$ cat src/rtl/gticc_rx_linkmon.sv
// Per-lane GT receive link monitor: CDR lock debounce, comma alignment FSM,
// windowed code-error realignment and payload forwarding.
module gticc_rx_linkmon #(
    parameter int          NLANE    = 1,
    parameter int          DWIDTH   = 16,
    parameter int          LOCKMAX  = 3,
    parameter int          ALIGNCNT = 8,
    parameter int          ERRMAX   = 4,
    parameter int          WINDOW   = 1024,
    parameter logic [7:0]  COMMA    = 8'hBC,
    localparam int         DBYTE    = DWIDTH / 8
) (
    input  logic                      RXUSRCLK,
    input  logic                      reset,
    input  logic [NLANE-1:0]          rxcdrlock,
    input  logic [NLANE-1:0]          rxresetdone,
    input  logic [NLANE*DWIDTH-1:0]   rxdata,
    input  logic [NLANE*DBYTE-1:0]    rxcharisk,
    input  logic [NLANE*DBYTE-1:0]    rxdisperr,
    input  logic [NLANE*DBYTE-1:0]    rxnotintable,
    output logic [NLANE-1:0]          locked,
    output logic [NLANE-1:0]          linkup,
    output logic                      all_linkup,
    output logic [NLANE*DWIDTH-1:0]   dout,
    output logic [NLANE-1:0]          dout_valid,
    output logic [NLANE-1:0]          realign_req,
    output logic [NLANE*16-1:0]       errcnt
);

    localparam int LW = $clog2(LOCKMAX + 1);
    localparam int GW = $clog2(ALIGNCNT + 1);
    localparam int EW = $clog2(ERRMAX + 1);
    localparam int WW = (WINDOW > 1) ? $clog2(WINDOW) : 1;

    typedef enum logic [1:0] {
        ST_DOWN = 2'd0,
        ST_HUNT = 2'd1,
        ST_SYNC = 2'd2,
        ST_UP   = 2'd3
    } state_t;

    for (genvar gi = 0; gi < NLANE; gi++) begin : g_lane
        logic [DWIDTH-1:0] data_w;
        logic [DBYTE-1:0]  k_w;
        logic [DBYTE-1:0]  de_w;
        logic [DBYTE-1:0]  nt_w;
        logic              err_w;
        logic              comma_w;
        logic              wrap_w;
        logic [EW-1:0]     errwin_d;

        state_t            state_q;
        logic              locked_q;
        logic              linkup_q;
        logic              dval_q;
        logic              realign_q;
        logic [DWIDTH-1:0] dout_q;
        logic [15:0]       errcnt_q;
        logic [LW-1:0]     unlock_q;
        logic [GW-1:0]     goodcnt_q;
        logic [WW-1:0]     wincnt_q;
        logic [EW-1:0]     errwin_q;

        assign data_w  = rxdata[gi*DWIDTH +: DWIDTH];
        assign k_w     = rxcharisk[gi*DBYTE +: DBYTE];
        assign de_w    = rxdisperr[gi*DBYTE +: DBYTE];
        assign nt_w    = rxnotintable[gi*DBYTE +: DBYTE];

        assign err_w   = |(de_w | nt_w);
        assign comma_w = k_w[0] && (data_w[7:0] == COMMA) && ((k_w >> 1) == '0) && !err_w;

        // An error on the wrap cycle opens the new window rather than closing the old one.
        assign wrap_w   = (wincnt_q == WW'(WINDOW - 1));
        assign errwin_d = (wrap_w ? '0 : errwin_q) + EW'(err_w);

        always_ff @(posedge RXUSRCLK or posedge reset) begin
            if (reset) begin
                state_q   <= ST_DOWN;
                locked_q  <= 1'b0;
                linkup_q  <= 1'b0;
                dval_q    <= 1'b0;
                realign_q <= 1'b0;
                dout_q    <= '0;
                errcnt_q  <= '0;
                unlock_q  <= '0;
                goodcnt_q <= '0;
                wincnt_q  <= '0;
                errwin_q  <= '0;
            end else begin
                if (rxcdrlock[gi]) begin
                    locked_q <= 1'b1;
                    unlock_q <= '0;
                end else begin
                    if (unlock_q != LW'(LOCKMAX))
                        unlock_q <= unlock_q + 1'b1;
                    if (unlock_q >= LW'(LOCKMAX - 1))
                        locked_q <= 1'b0;
                end

                if (err_w && (state_q != ST_DOWN) && (errcnt_q != 16'hFFFF))
                    errcnt_q <= errcnt_q + 1'b1;

                realign_q <= 1'b0;
                dout_q    <= '0;
                dval_q    <= 1'b0;
                linkup_q  <= 1'b0;

                if (!locked_q || !rxresetdone[gi]) begin
                    state_q   <= ST_DOWN;
                    goodcnt_q <= '0;
                end else begin
                    case (state_q)
                        ST_DOWN: begin
                            state_q   <= ST_HUNT;
                            goodcnt_q <= '0;
                        end
                        ST_HUNT: begin
                            if (comma_w) begin
                                goodcnt_q <= GW'(1);
                                if (ALIGNCNT <= 1) begin
                                    state_q  <= ST_UP;
                                    linkup_q <= 1'b1;
                                    wincnt_q <= '0;
                                    errwin_q <= '0;
                                end else begin
                                    state_q <= ST_SYNC;
                                end
                            end
                        end
                        ST_SYNC: begin
                            if (err_w) begin
                                state_q   <= ST_HUNT;
                                goodcnt_q <= '0;
                            end else if (comma_w) begin
                                goodcnt_q <= goodcnt_q + 1'b1;
                                if (goodcnt_q == GW'(ALIGNCNT - 1)) begin
                                    state_q  <= ST_UP;
                                    linkup_q <= 1'b1;
                                    wincnt_q <= '0;
                                    errwin_q <= '0;
                                end
                            end
                        end
                        ST_UP: begin
                            if (errwin_d >= EW'(ERRMAX)) begin
                                state_q   <= ST_HUNT;
                                goodcnt_q <= '0;
                                realign_q <= 1'b1;
                            end else begin
                                linkup_q <= 1'b1;
                                dout_q   <= data_w;
                                dval_q   <= !comma_w;
                                wincnt_q <= wrap_w ? '0 : wincnt_q + 1'b1;
                                errwin_q <= errwin_d;
                            end
                        end
                        default: state_q <= ST_DOWN;
                    endcase
                end
            end
        end

        assign locked[gi]                = locked_q;
        assign linkup[gi]                = linkup_q;
        assign dout[gi*DWIDTH +: DWIDTH] = dout_q;
        assign dout_valid[gi]            = dval_q;
        assign realign_req[gi]           = realign_q;
        assign errcnt[gi*16 +: 16]       = errcnt_q;
    end

    assign all_linkup = &linkup;

endmodule

$ cat config.mk
export PLATFORM = sky130hd
export DESIGN_NAME = gticc_rx_linkmon
export DESIGN_NICKNAME = d
export VERILOG_FILES = /design/src/rtl/gticc_rx_linkmon.sv
export SDC_FILE = /design/constraint.sdc
export NUM_CORES = 1
export LEC_CHECK = 0
export ABC_AREA = 1
export CAP_MARGIN = 20
export CORE_AREA = 2 2 110 112
export CTS_BUF_LIST = sky130_fd_sc_hd__clkbuf_8
export DETAILED_ROUTE_END_ITERATION = 10
export DIE_AREA = 0 0 112 114
export SETUP_SLACK_MARGIN = 0.5
export SYNTH_ARGS = -nofsm -noshare
export SYNTH_HDL_FRONTEND = slang
export SYNTH_SLANG_ARGS = --single-unit
$ cat constraint.sdc
create_clock -name RXUSRCLK -period 2.3 [get_ports RXUSRCLK]
set_clock_uncertainty 0.15 [all_clocks]
set_input_delay 0.46 -clock RXUSRCLK [delete_from_list [all_inputs] [get_ports RXUSRCLK]]
set_output_delay 0.46 -clock RXUSRCLK [all_outputs]
set_load 0.02 [all_outputs]
Word-level counts from Yosys, hierarchy flattened
Index checks and enable logic that the tools add are counted.
- register bits: 57
- bits of input ports: 26
- output and inout bits: 37
- logic and storage cells: 100
- add/subtract/negate cells: 5
- order comparisons: 2
- eq/ne operators: 16
- multiplexer cells: 44
- bitwise logic cells: 2
- reductions and logical operators: 20
- operator list (kind ; count):
    10-bit 2-to-1 mux ; 5
    16-bit 2-to-1 mux ; 3
    4-bit 2-to-1 mux ; 5
    10-bit one-hot mux with 2 select lines ; 1
    16-bit by 1-bit adder with 16-bit output (second input constant) ; 1
    2-bit 2-to-1 mux ; 8
    16-bit != test (second input constant) ; 1
    4-bit one-hot mux with 4 select lines ; 1
    3-bit 2-to-1 mux ; 5
    1-bit 2-to-1 mux ; 13
    10-bit by 1-bit adder with 10-bit output (second input constant) ; 1
    10-bit == test (second input constant) ; 1
    2-bit != test (second input constant) ; 5
    8-bit == test (second input constant) ; 1
    4-bit != test (second input constant) ; 2
    2-bit one-hot mux with 4 select lines ; 1
    2-bit nonzero test ; 4
    3-bit != test (second input constant) ; 2
    3-bit one-hot mux with 2 select lines ; 1
    6-bit AND reduction ; 1
    1-bit logical AND ; 5
    4-bit by 1-bit adder with 4-bit output (second input constant) ; 1
    2-bit == test (second input constant) ; 2
    4-bit by 3-bit == test with 1-bit output (second input constant) ; 1
    other kinds (14) ; 18

Logic depth before layout (Yosys ltp)
Gate-level depths: netlist (run 1).
- word-level depth: 8
- mapped depth: 15
- gate-level depth less buffers: 14

Worst setup path after synthesis (run 1)
Ideal clock, no wire load.
- kind: reg-to-reg
- start: reg g_lane[0].wincnt_q[0]
- end: reg g_lane[0].wincnt_q[5]
- data arrival time: 2.003 ns
- required time: 2.032 ns
- path slack: 0.028 ns
- stages on the path, launching flop included: 16
- path buffers: 1
- period minus slack after synthesis: 2.272 ns
- cells stage by stage: dfrtp_1 -> ha_1 -> nand2_2 -> nor2_4 -> nand3_4 -> nand2_1 -> inv_1 -> ha_1 -> ha_1 -> inv_1 -> nand2_1 -> nand3_2 -> nand3_4 -> buf_6 -> nand2_1 -> o21ai_2
- longest elaborated chain between the ends: 6
- elaborated cells between the ends (all ways): 10
- those cells by class: 2 x add/sub; 1 x order compare; 2 x eq/ne; 4 x mux; 1 x reduce/logical
- ends and longest elaborated chain (element ; line ; source):
    start, declared ; 61 ; logic [WW-1:0] wincnt_q;
    start signal, assigned ; 153 ; wincnt_q <= wrap_w ? '0 : wincnt_q + 1'b1;
    10-bit == test ; 73 ; assign wrap_w = (wincnt_q == WW'(WINDOW - 1));
    3-bit 2-to-1 mux ; 74 ; assign errwin_d = (wrap_w ? '0 : errwin_q) + EW'(err_w);
    3-bit by 1-bit adder with 3-bit output ; 74 ;
    3-bit >= comparator ; 145 ; if (errwin_d >= EW'(ERRMAX)) begin
    2-bit != test (no line) ; n/a ;
    6-bit AND reduction (no line) ; n/a ;
Several ways; a longest one is shown, not always the timed one. The select of a mux whose other input is x is not followed.
A chain may end at the register's enable or synchronous reset.

Final worst setup path (run 1)
- start: reg g_lane[0].wincnt_q[1]
- end: reg g_lane[0].state_q[1]
- longest elaborated chain between the ends: 6
- ends and longest elaborated chain (element ; line ; source):
    10-bit == test ; 73 ;
    3-bit 2-to-1 mux ; 74 ;
    3-bit by 1-bit adder with 3-bit output ; 74 ;
    3-bit >= comparator ; 145 ;
    3-bit != test (no line) ; n/a ;
    4-bit AND reduction (no line) ; n/a ;
    end signal, assigned ; 78 ; state_q <= ST_DOWN;
    end signal, assigned ; 146 ; state_q <= ST_HUNT;
    end signal, assigned ; 157 ; default: state_q <= ST_DOWN;
    end, declared ; 52 ; state_t state_q;
Every way passes these cells.

==> results of run 1 <==
[metrics by stage]
stage	power (mW)	worst slack, ps
after floorplan	1.71	57.1
after global placement	2.02	-54.5
after detailed placement	2.04	-76.3
after CTS	3.01	101
after global routing	3.22	-29.1
final	3.03	77.7
[area by class of cell]
type / instances / area [um2] / area share
Timing Repair Buffer: 90 / 860 / 0.189
Tap cell: 147 / 184 / 0.0403
Inverter: 59 / 228 / 0.0499
Clock buffer: 12 / 165 / 0.0362
Sequential cell: 57 / 1430 / 0.314
Multi-Input combinational cell: 257 / 1650 / 0.362
Clock inverter: 4 / 42.5 / 0.00933
[per-layer routing]
metal,GRT usage,routed length (um)
met5,0,0
met2,0.194,3680
met1,0.127,2920
met3,0.0484,372
met4,0.0374,108
[report_power, final]
group	internal [mW]	switching [mW]	leakage, nW
Sequential	1.10	0.118	0.776
Combinational	0.365	0.472	1.32
Clock	0.579	0.393	0.115
[logic make-up (layout without fill, tap and decap cells)]
group,count (synthesis),after routing,synth area share
simple gates,197,197,0.296
buf+inv,67,165,0.0923
flops,57,57,0.450
compound gates,32,32,0.0699
xor+xnor,16,16,0.0442
fa+ha+maj,12,12,0.0474
[worst max-delay path, delay by kind of cell (launching register included)]
kind	cells	cell delay, ps
adders and majority gates	3	510
buffers and inverters	2	230
DFF	1	360
and+or+nand+nor	8	850
[placed cells by master, fill, tap and decap left out, types with 2 or more instances in the layout]
cell type        Yosys  layout
dlygate4sd2_1        0      31
nor4_1               2       2
a21oi_1              4       3
dfrtp_2              0       4
xnor2_1              4       4
nand2_4              1       9
nor2_4               2       7
buf_6                4       4
clkbuf_8             0      12
ha_4                 0       3
dfrtp_1             57      53
o21ai_2             14      15
nand3_4              2       4
ha_1                12       8
inv_1               56      54
o21ai_1              3       5
clkdlybuf4s15_1      0       5
nor2_2               0       2
or2_2                4       4
nor2_1              43      36
nand3_2              3       5
inv_2                2       5
buf_4                2      19
buf_12               0       4
nand4_1             14      14
o21ai_0              8       5
clkdlybuf4s50_1      0      25
nand2_1             86      73
xor2_1              12      12
nor3_1               7       7
nand2_2              8      13
nand3_1             22      18
[final timing paths]
path                                               to  slack [ps]                   from
worst max-delay path             g_lane[0].state_q[1]          80  g_lane[0].wincnt_q[1]
worst min-delay path            g_lane[0].unlock_q[0]         350  g_lane[0].unlock_q[0]
worst max register to register   g_lane[0].state_q[1]          80  g_lane[0].wincnt_q[1]
worst min register to register  g_lane[0].unlock_q[0]         350  g_lane[0].unlock_q[0]
max in group asynchronous                   errcnt[1]        1320                  reset
min in group asynchronous                     dout[8]         390                  reset
[state kept, by name, summed over array words and instances, names as in the netlist]
signal            cells
g_lane.unlock_q       2
g_lane.state_q        2
realign_req           1
dout_valid            1
g_lane.errwin_q       3
dout                 16
g_lane.wincnt_q      10
errcnt               16
locked                1
all_linkup            1
g_lane.goodcnt_q      4
[what timing repair did]
item	4_1_cts	5_1_grt
pin swaps	2	4
gates resized for setup	42	56
buffers inserted	4	7
hold buffers	0	0
setup endpoints to repair	91	60
==> impl_metrics.toml, run 1 <==
[finish]
antenna_cells = 0
design_area_um2 = 4560
fillers = 1224
nets = 512
fin_cells = 626
fin_util = 0.389
drive_above_1_share = 0.253
area_growth_pct = 43.8

[yosys]
ys.flop_type = "dfrtp_1"
ys_top_cells_by_area = "dfrtp_1, nand2_1, inv_1"
synth_area_um2 = 3170
synth_top_area_share = 0.450
async_flop_share = 1.00
synth_nets = 419
syn_inst = 381
ys_ff_latch = 57
yosys_warnings = 0
yosysSeqAreaShare = 0.450
yosysMostFrequentCell = "nand2_1"
syn_area_per_cell_um2 = 8.32
synth_top_area_cell = "dfrtp_1"
synth_edf_count = 0
ys_types = 33
synth_commonest_cells = "nand2_1, dfrtp_1, inv_1"

[power_and_ir_drop]
vdd_drop_max_mv = 0.345
p_leak_nw = 2.21
power_density_nw_per_um2 = 665

[timing]
worstMarginPinSlew_ps = 389
drv_slew = 0
slew_headroom = 0.738
post-route-period-util = 0.966
setup_viol_count_final = 0
fmax_ghz = 0.450
hold_viol_final = 0
min_period_ps = 2220
tns_ps = 0
rsz0062_at_grt = "yes"
whs_ps = 349

[setup_path]
critPathMaxFanout = 8
cp_slowest_cell = "dfrtp_1"
critPathKind = "flop to flop"
critPathRequiredTime_ps = 2380
start_kind = "flop"
arrival_ps = 2300
r2r_cells = 13
worstPathCellList = "ha_2 > nand2_2 > nor2_4 > nand3_4 > nand2_2 > inv_2 > ha_4 > ha_4 > nand2_1 > nand4_4 > buf_6 > nand4_1 > nand2_1"
critPathMaxStageDelay_ps = 360
cp-end-kind = "flop"

[drt]
num_vias = 2760
viasPerCell = 4.41
drt_wl_total_mm = 7.08
ant_nets = 0
wl_per_cell_um = 11.3
firstDrtPassIters = 4
post-route-drc-count = 0
drt_iter0_drc = 120

[min_path]
min_delay_path_depth = 1
hold_path_class = "flop to flop"

[clocking]
clkTransAtPathRegs_ps = 60
clock_latency_ps = 350
cts_made_buffers = 9
cts_max_level = 3
cts_tree = "yes"
ctsRootBufferMaster = "clkbuf_8"
numClockSinks = 57
cts_buffer_depth = 2

[place]
place_area_um2 = 4120
io_buffers = 62
dp_hpwl_mm = 5.06
routabilityCongestion = 0.812
post-place-cells = 599

[global_routing]
grt_pass1_vias = 2625
gr-total-overflow = 0
grt_max_degree = 58
grt_first_pass_wirelength_mm = 11.5
antenna_found_initial = 0
grtUsageTotal = 0.113

[floorplan]
io-pin-count = 63
fp.coreArea_um2 = 11700
die_area_um2 = 12800
initial_utilization = 0.271
die_x_um = 112
num_rows = 40
die_h_um = 114

[flow_run]
drv_cap = 0

[run_status]
run_status = "completed"
Power figures use the tool's default switching activity.
==> inputs of run 2 (changes only) <==
CTS_BUF_LIST = sky130_fd_sc_hd__clkbuf_4 sky130_fd_sc_hd__clkbuf_8   (was sky130_fd_sc_hd__clkbuf_8)
==> run 2 against run 1 <==
Effect of this change:
- register-to-register slack about the same
- setup slack about the same
- design area increased by 0.16%
- wire length about the same
- non-clock buffer count unchanged
- via count decreased by 0.18%
- sequential power about the same
- sequential share of layout area decreased by 0.052 points
- sequential cell count unchanged
- count of clock-buffer cells in the layout increased by 2
- largest power group unchanged
- highest routed layer unchanged
==> impl_metrics.toml, run 2 (same netlist as run 1, synthesis figures left out) <==
[run_status]
run_status = "completed"

[finish]
antenna_cells = 0
layout_commonest_cell = "nand2_1"
fillers = 1222
area_growth_pct = 44.0
drive_above_1_share = 0.257
fin_cells = 626
nets = 512
final_cell_mix = "nand2_1, dfrtp_1, inv_1, nor2_1, dlygate4sd2_1"
design_area_um2 = 4570

[global_routing]
antenna_found_initial = 0
grtUsageTotal = 0.113
grt_pass1_vias = 2625
gr-total-overflow = 0
grt_first_pass_wirelength_mm = 11.5
grt_max_degree = 58

[min_path]
hold_path_class = "flop to flop"
min_to = "g_lane[0].unlock_q[0]"
hold_start = "g_lane[0].unlock_q[0]"
min_delay_path_depth = 1

[clocking]
cts_max_level = 3
cts_tree = "yes"
hold_buffers = 0
clkTransAtPathRegs_ps = 60
ctsRootBufferMaster = "clkbuf_8"
clock_latency_ps = 350
cts_made_buffers = 9
numClockSinks = 57
cts_buffer_depth = 2

[timing]
final.setup.worst_slack_ps = 77.3
post-route-period-util = 0.966
drv_slew = 0
rsz0062_at_grt = "yes"
tns_ps = 0
min_period_ps = 2220
fmax_ghz = 0.450
hold_viol_final = 0
slew_headroom = 0.738
worstMarginPinSlew_ps = 389
setup_viol_count_final = 0

[setup_path]
cp_num_buf_inv = 2
cp_slowest_cell = "dfrtp_1"
critPathRequiredTime_ps = 2380
cp-end-kind = "flop"
critPathMaxStageDelay_ps = 360
arrival_ps = 2300
r2r_cells = 13
critPathKind = "flop to flop"
start_kind = "flop"
worstPathCellList = "ha_2 > nand2_2 > nor2_4 > nand3_4 > nand2_2 > inv_2 > ha_4 > ha_4 > nand2_1 > nand4_4 > buf_6 > nand4_1 > nand2_1"
r2r-start = "g_lane[0].wincnt_q[1]"
worst-r2r-setup-slack_ps = 80
timing.rr.end = "g_lane[0].state_q[1]"
critPathMaxFanout = 8
path_delay_family = "simple AND/OR/NAND/NOR gates"

[power_and_ir_drop]
p_leak_nw = 2.21
power_density_nw_per_um2 = 670
power_mw = 3.06
vdd_drop_max_mv = 0.345

[floorplan]
io-pin-count = 63
die_x_um = 112
fp.coreArea_um2 = 11700
die_area_um2 = 12800
die_h_um = 114
num_rows = 40
initial_utilization = 0.271

[drt]
wl_per_cell_um = 11.3
num_vias = 2755
drt_iter0_drc = 118
drt_wl_total_mm = 7.08
firstDrtPassIters = 4
post-route-drc-count = 0
viasPerCell = 4.40
ant_nets = 0

[place]
dp_hpwl_mm = 5.06
routabilityCongestion = 0.812
place_ws_ps = -76.3
place_area_um2 = 4120
io_buffers = 62
post-place-cells = 599

[flow_run]
drv_cap = 0
run 2: power breakdown:
part | internal, mW | leakage (nW) | total [mW] | switching (mW)
logic | 0.365 | 1.32 | 0.837 | 0.472
clock network | 0.612 | 0.114 | 1.00 | 0.392
registers | 1.10 | 0.776 | 1.22 | 0.118
run 2: per-layer routing:
layer  vias to the layer above  share of wire  global-route usage
li1                       1384              -                   -
met3                        11          0.053              0.0484
met1                      1310           0.41               0.127
met2                        50           0.52               0.194
met4                         0          0.015              0.0374
met5                         -              0                   0
run 2: worst max path at each step:
stage,depth (start not counted),end,slack (ps),start
global placement,10,all_linkup,-50,rxnotintable[0]
CTS,15,g_lane[0].wincnt_q[8],100,g_lane[0].wincnt_q[1]
global route,13,g_lane[0].goodcnt_q[3],-30,g_lane[0].wincnt_q[1]
finish,13,g_lane[0].state_q[1],80,g_lane[0].wincnt_q[1]
detailed placement,9,dout[1],-80,rxnotintable[0]
floorplan,15,g_lane[0].wincnt_q[5],60,g_lane[0].wincnt_q[0]
run 2: per-stage QoR:
stage	hold WS (ps)	util
after floorplan	311	-
after global placement	322	0.351
after detailed placement	331	0.351
after CTS	348	0.369
after global routing	391	0.390
final	349	0.390
run 2: final cells by class:
class                      count  area [um2]  share of cell area
tap                          147         184              0.0403
multi-input combinational    257        1650               0.361
clock buffer                  14         180              0.0395
clock inverter                 2        35.0             0.00767
inverter                      59         228              0.0499
sequential                    57        1430               0.313
timing repair buffer          90         860               0.188
run 2: what timing repair did:
action | CTS | global route
gates resized for setup | 42 | 56
pin swaps | 2 | 4
buffers inserted | 4 | 7
hold endpoints to repair | 0 | 0
setup endpoints to repair | 91 | 60
==> inputs of run 3 (changes only) <==
PLACE_DENSITY_LB_ADDON = 0.25   (was not set)
==> run 3 against run 2 <==
Effect of this change:
- setup slack gained 17 ps
- critical path depth grew 2
- design area grew 0.58%
- first-iteration DRC count grew 42%
- critical endpoint is now g_lane[0].wincnt_q[3]
- combinational power grew 0.6%
- register-to-register slack gained 20 ps
- core utilization grew 0.22 points
- via count shrank 0.44%
==> impl_metrics.toml, run 3 (same netlist as run 1, synthesis figures left out) <==
[run_status]
run_status = "completed"

[timing]
slew_headroom = 0.680
setup_viol_count_final = 0
hold_viol_final = 0
rsz0062_at_grt = "yes"
drv_slew = 0
post-route-period-util = 0.959
fmax_ghz = 0.453
worstMarginPinSlew_ps = 480
min_period_ps = 2210

[setup_path]
critPathKind = "flop to flop"
critPathMaxStageDelay_ps = 360
cp_num_buf_inv = 3
cpMostUsedCell = "nand2_2"
start_kind = "flop"
r2r-start = "g_lane[0].wincnt_q[1]"
cp-end-kind = "flop"
critPathLaunch = "g_lane[0].wincnt_q[1]"
cp_slowest_cell = "dfrtp_1"
worstPathCellList = "ha_2 > nand2_2 > nor2_4 > nand3_4 > nand2_2 > inv_2 > ha_4 > ha_4 > inv_4 > nand2_2 > nand3_2 > nand3_4 > clkbuf_16 > nand2_2 > o21ai_2"
arrival_ps = 2290
critPathMaxFanout = 10
path_delay_family = "simple AND/OR/NAND/NOR gates"
critPathRequiredTime_ps = 2380

[finish]
area_growth_pct = 44.9
design_area_um2 = 4590
nets = 520
final_cell_mix = "nand2_1, dfrtp_1, inv_1, nor2_1, dlygate4sd2_1"
antenna_cells = 0
drive_above_1_share = 0.259
fin_cells = 634
layout_commonest_cell = "nand2_1"

[global_routing]
grt_first_pass_wirelength_mm = 11.9
gr-total-overflow = 0
grt_pass1_vias = 2647
grtUsageTotal = 0.116
antenna_found_initial = 0
grt_max_degree = 37

[drt]
wl_per_cell_um = 11.4
post-route-drc-count = 0
ant_nets = 0
viasPerCell = 4.33
top_layer = "met4"
wl_met2_mm = 3.45
firstDrtPassIters = 4
drt_iter0_drc = 167
drt_wl_total_mm = 7.21
wl_met1_mm = 3.34
wl_met3_um = 309
num_vias = 2743

[floorplan]
die_area_um2 = 12800
initial_utilization = 0.271
die_h_um = 114
io-pin-count = 63
num_rows = 40
fp.coreArea_um2 = 11700
die_x_um = 112

[clocking]
hold_buffers = 0
cts_made_buffers = 9
cts_max_level = 3
ctsRootBufferMaster = "clkbuf_8"
clock_latency_ps = 340
clkTransAtPathRegs_ps = 60
cts_buffer_depth = 2
cts_tree = "yes"
numClockSinks = 57

[power_and_ir_drop]
power_density_nw_per_um2 = 701
p_seq_frac = 0.380
power_frac_comb = 0.262
p_switching_mw = 0.998
p_clk_frac = 0.359
p_int_mw = 2.22
vdd_drop_max_mv = 0.427
switching_share = 0.310
p_leak_nw = 2.29

[place]
place_area_um2 = 4110
dp_hpwl_mm = 5.07
routabilityCongestion = 0.762
io_buffers = 62
post-place-cells = 602

[flow_run]
drv_cap = 0

[min_path]
hold_start = "g_lane[0].errwin_q[1]"
hold_path_class = "flop to flop"
[run 3: worst reg2reg max path, stage by stage, from the launching register on]
cell and delay (ps):
dfrtp_1 360, ha_2 190, nand2_2 80, nor2_4 140, nand3_4 100, nand2_2 80
inv_2 40, ha_4 150, ha_4 170, inv_4 70, nand2_2 40, nand3_2 80
nand3_4 130, clkbuf_16 210, nand2_2 60, o21ai_2 50
[run 3: path summary, 6_finish.rpt]
kind	endpoint	slack (ps)	cells past startpoint
worst max register to register	g_lane[0].wincnt_q[3]	90	15
max in group asynchronous	errcnt[3]	1190	3
worst min register to register	g_lane[0].errwin_q[1]	340	2
worst max-delay path	g_lane[0].wincnt_q[3]	90	15
worst min-delay path	g_lane[0].errwin_q[1]	340	2
min in group asynchronous	dout[13]	370	3
[run 3: per-stage QoR]
step | power [mW] | setup slack (ps) | util | hold slack, ps | TNS, ps
floorplan | 1.71 | 57.1 | - | 311 | 0
global placement | 2.04 | -59.7 | 0.351 | 325 | -955
detailed placement | 2.04 | -98.4 | 0.351 | 323 | -1900
CTS | 3.19 | 134 | 0.377 | 340 | 0
global route | 3.41 | -15.6 | 0.392 | 371 | -39.8
finish | 3.22 | 94.1 | 0.392 | 335 | 0
[run 3: power groups by stage]
| stage | clock network (mW) | registers [mW] | logic [mW] |
|---|---|---|---|
| after detailed placement | 0 | 1.23 | 0.810 |
| after global placement | 0 | 1.23 | 0.804 |
| after CTS | 1.19 | 1.22 | 0.791 |
| after floorplan | 0 | 1.31 | 0.406 |
| after global routing | 1.24 | 1.24 | 0.936 |
| final | 1.15 | 1.22 | 0.842 |
[run 3: repair_timing]
item,CTS,global route
endpoints found under the setup margin,86,58
gates cloned,1,2
pin swaps,3,6
setup buffers,3,10
resized for setup,56,22
[run 3: routing by layer]
metal	vias up	track usage
met4	0	0.0463
met2	40	0.195
li1	1412	-
met5	-	0
met3	6	0.0367
met1	1285	0.138
[run 3: final cells by class]
cell class                 instances  area, um2
timing repair buffer              97        901
clock buffer                      10        138
multi-input combinational        258       1610
fill                            1224       7120
inverter                          59        230
tap                              147        184
clock inverter                     6        105
sequential                        57       1430
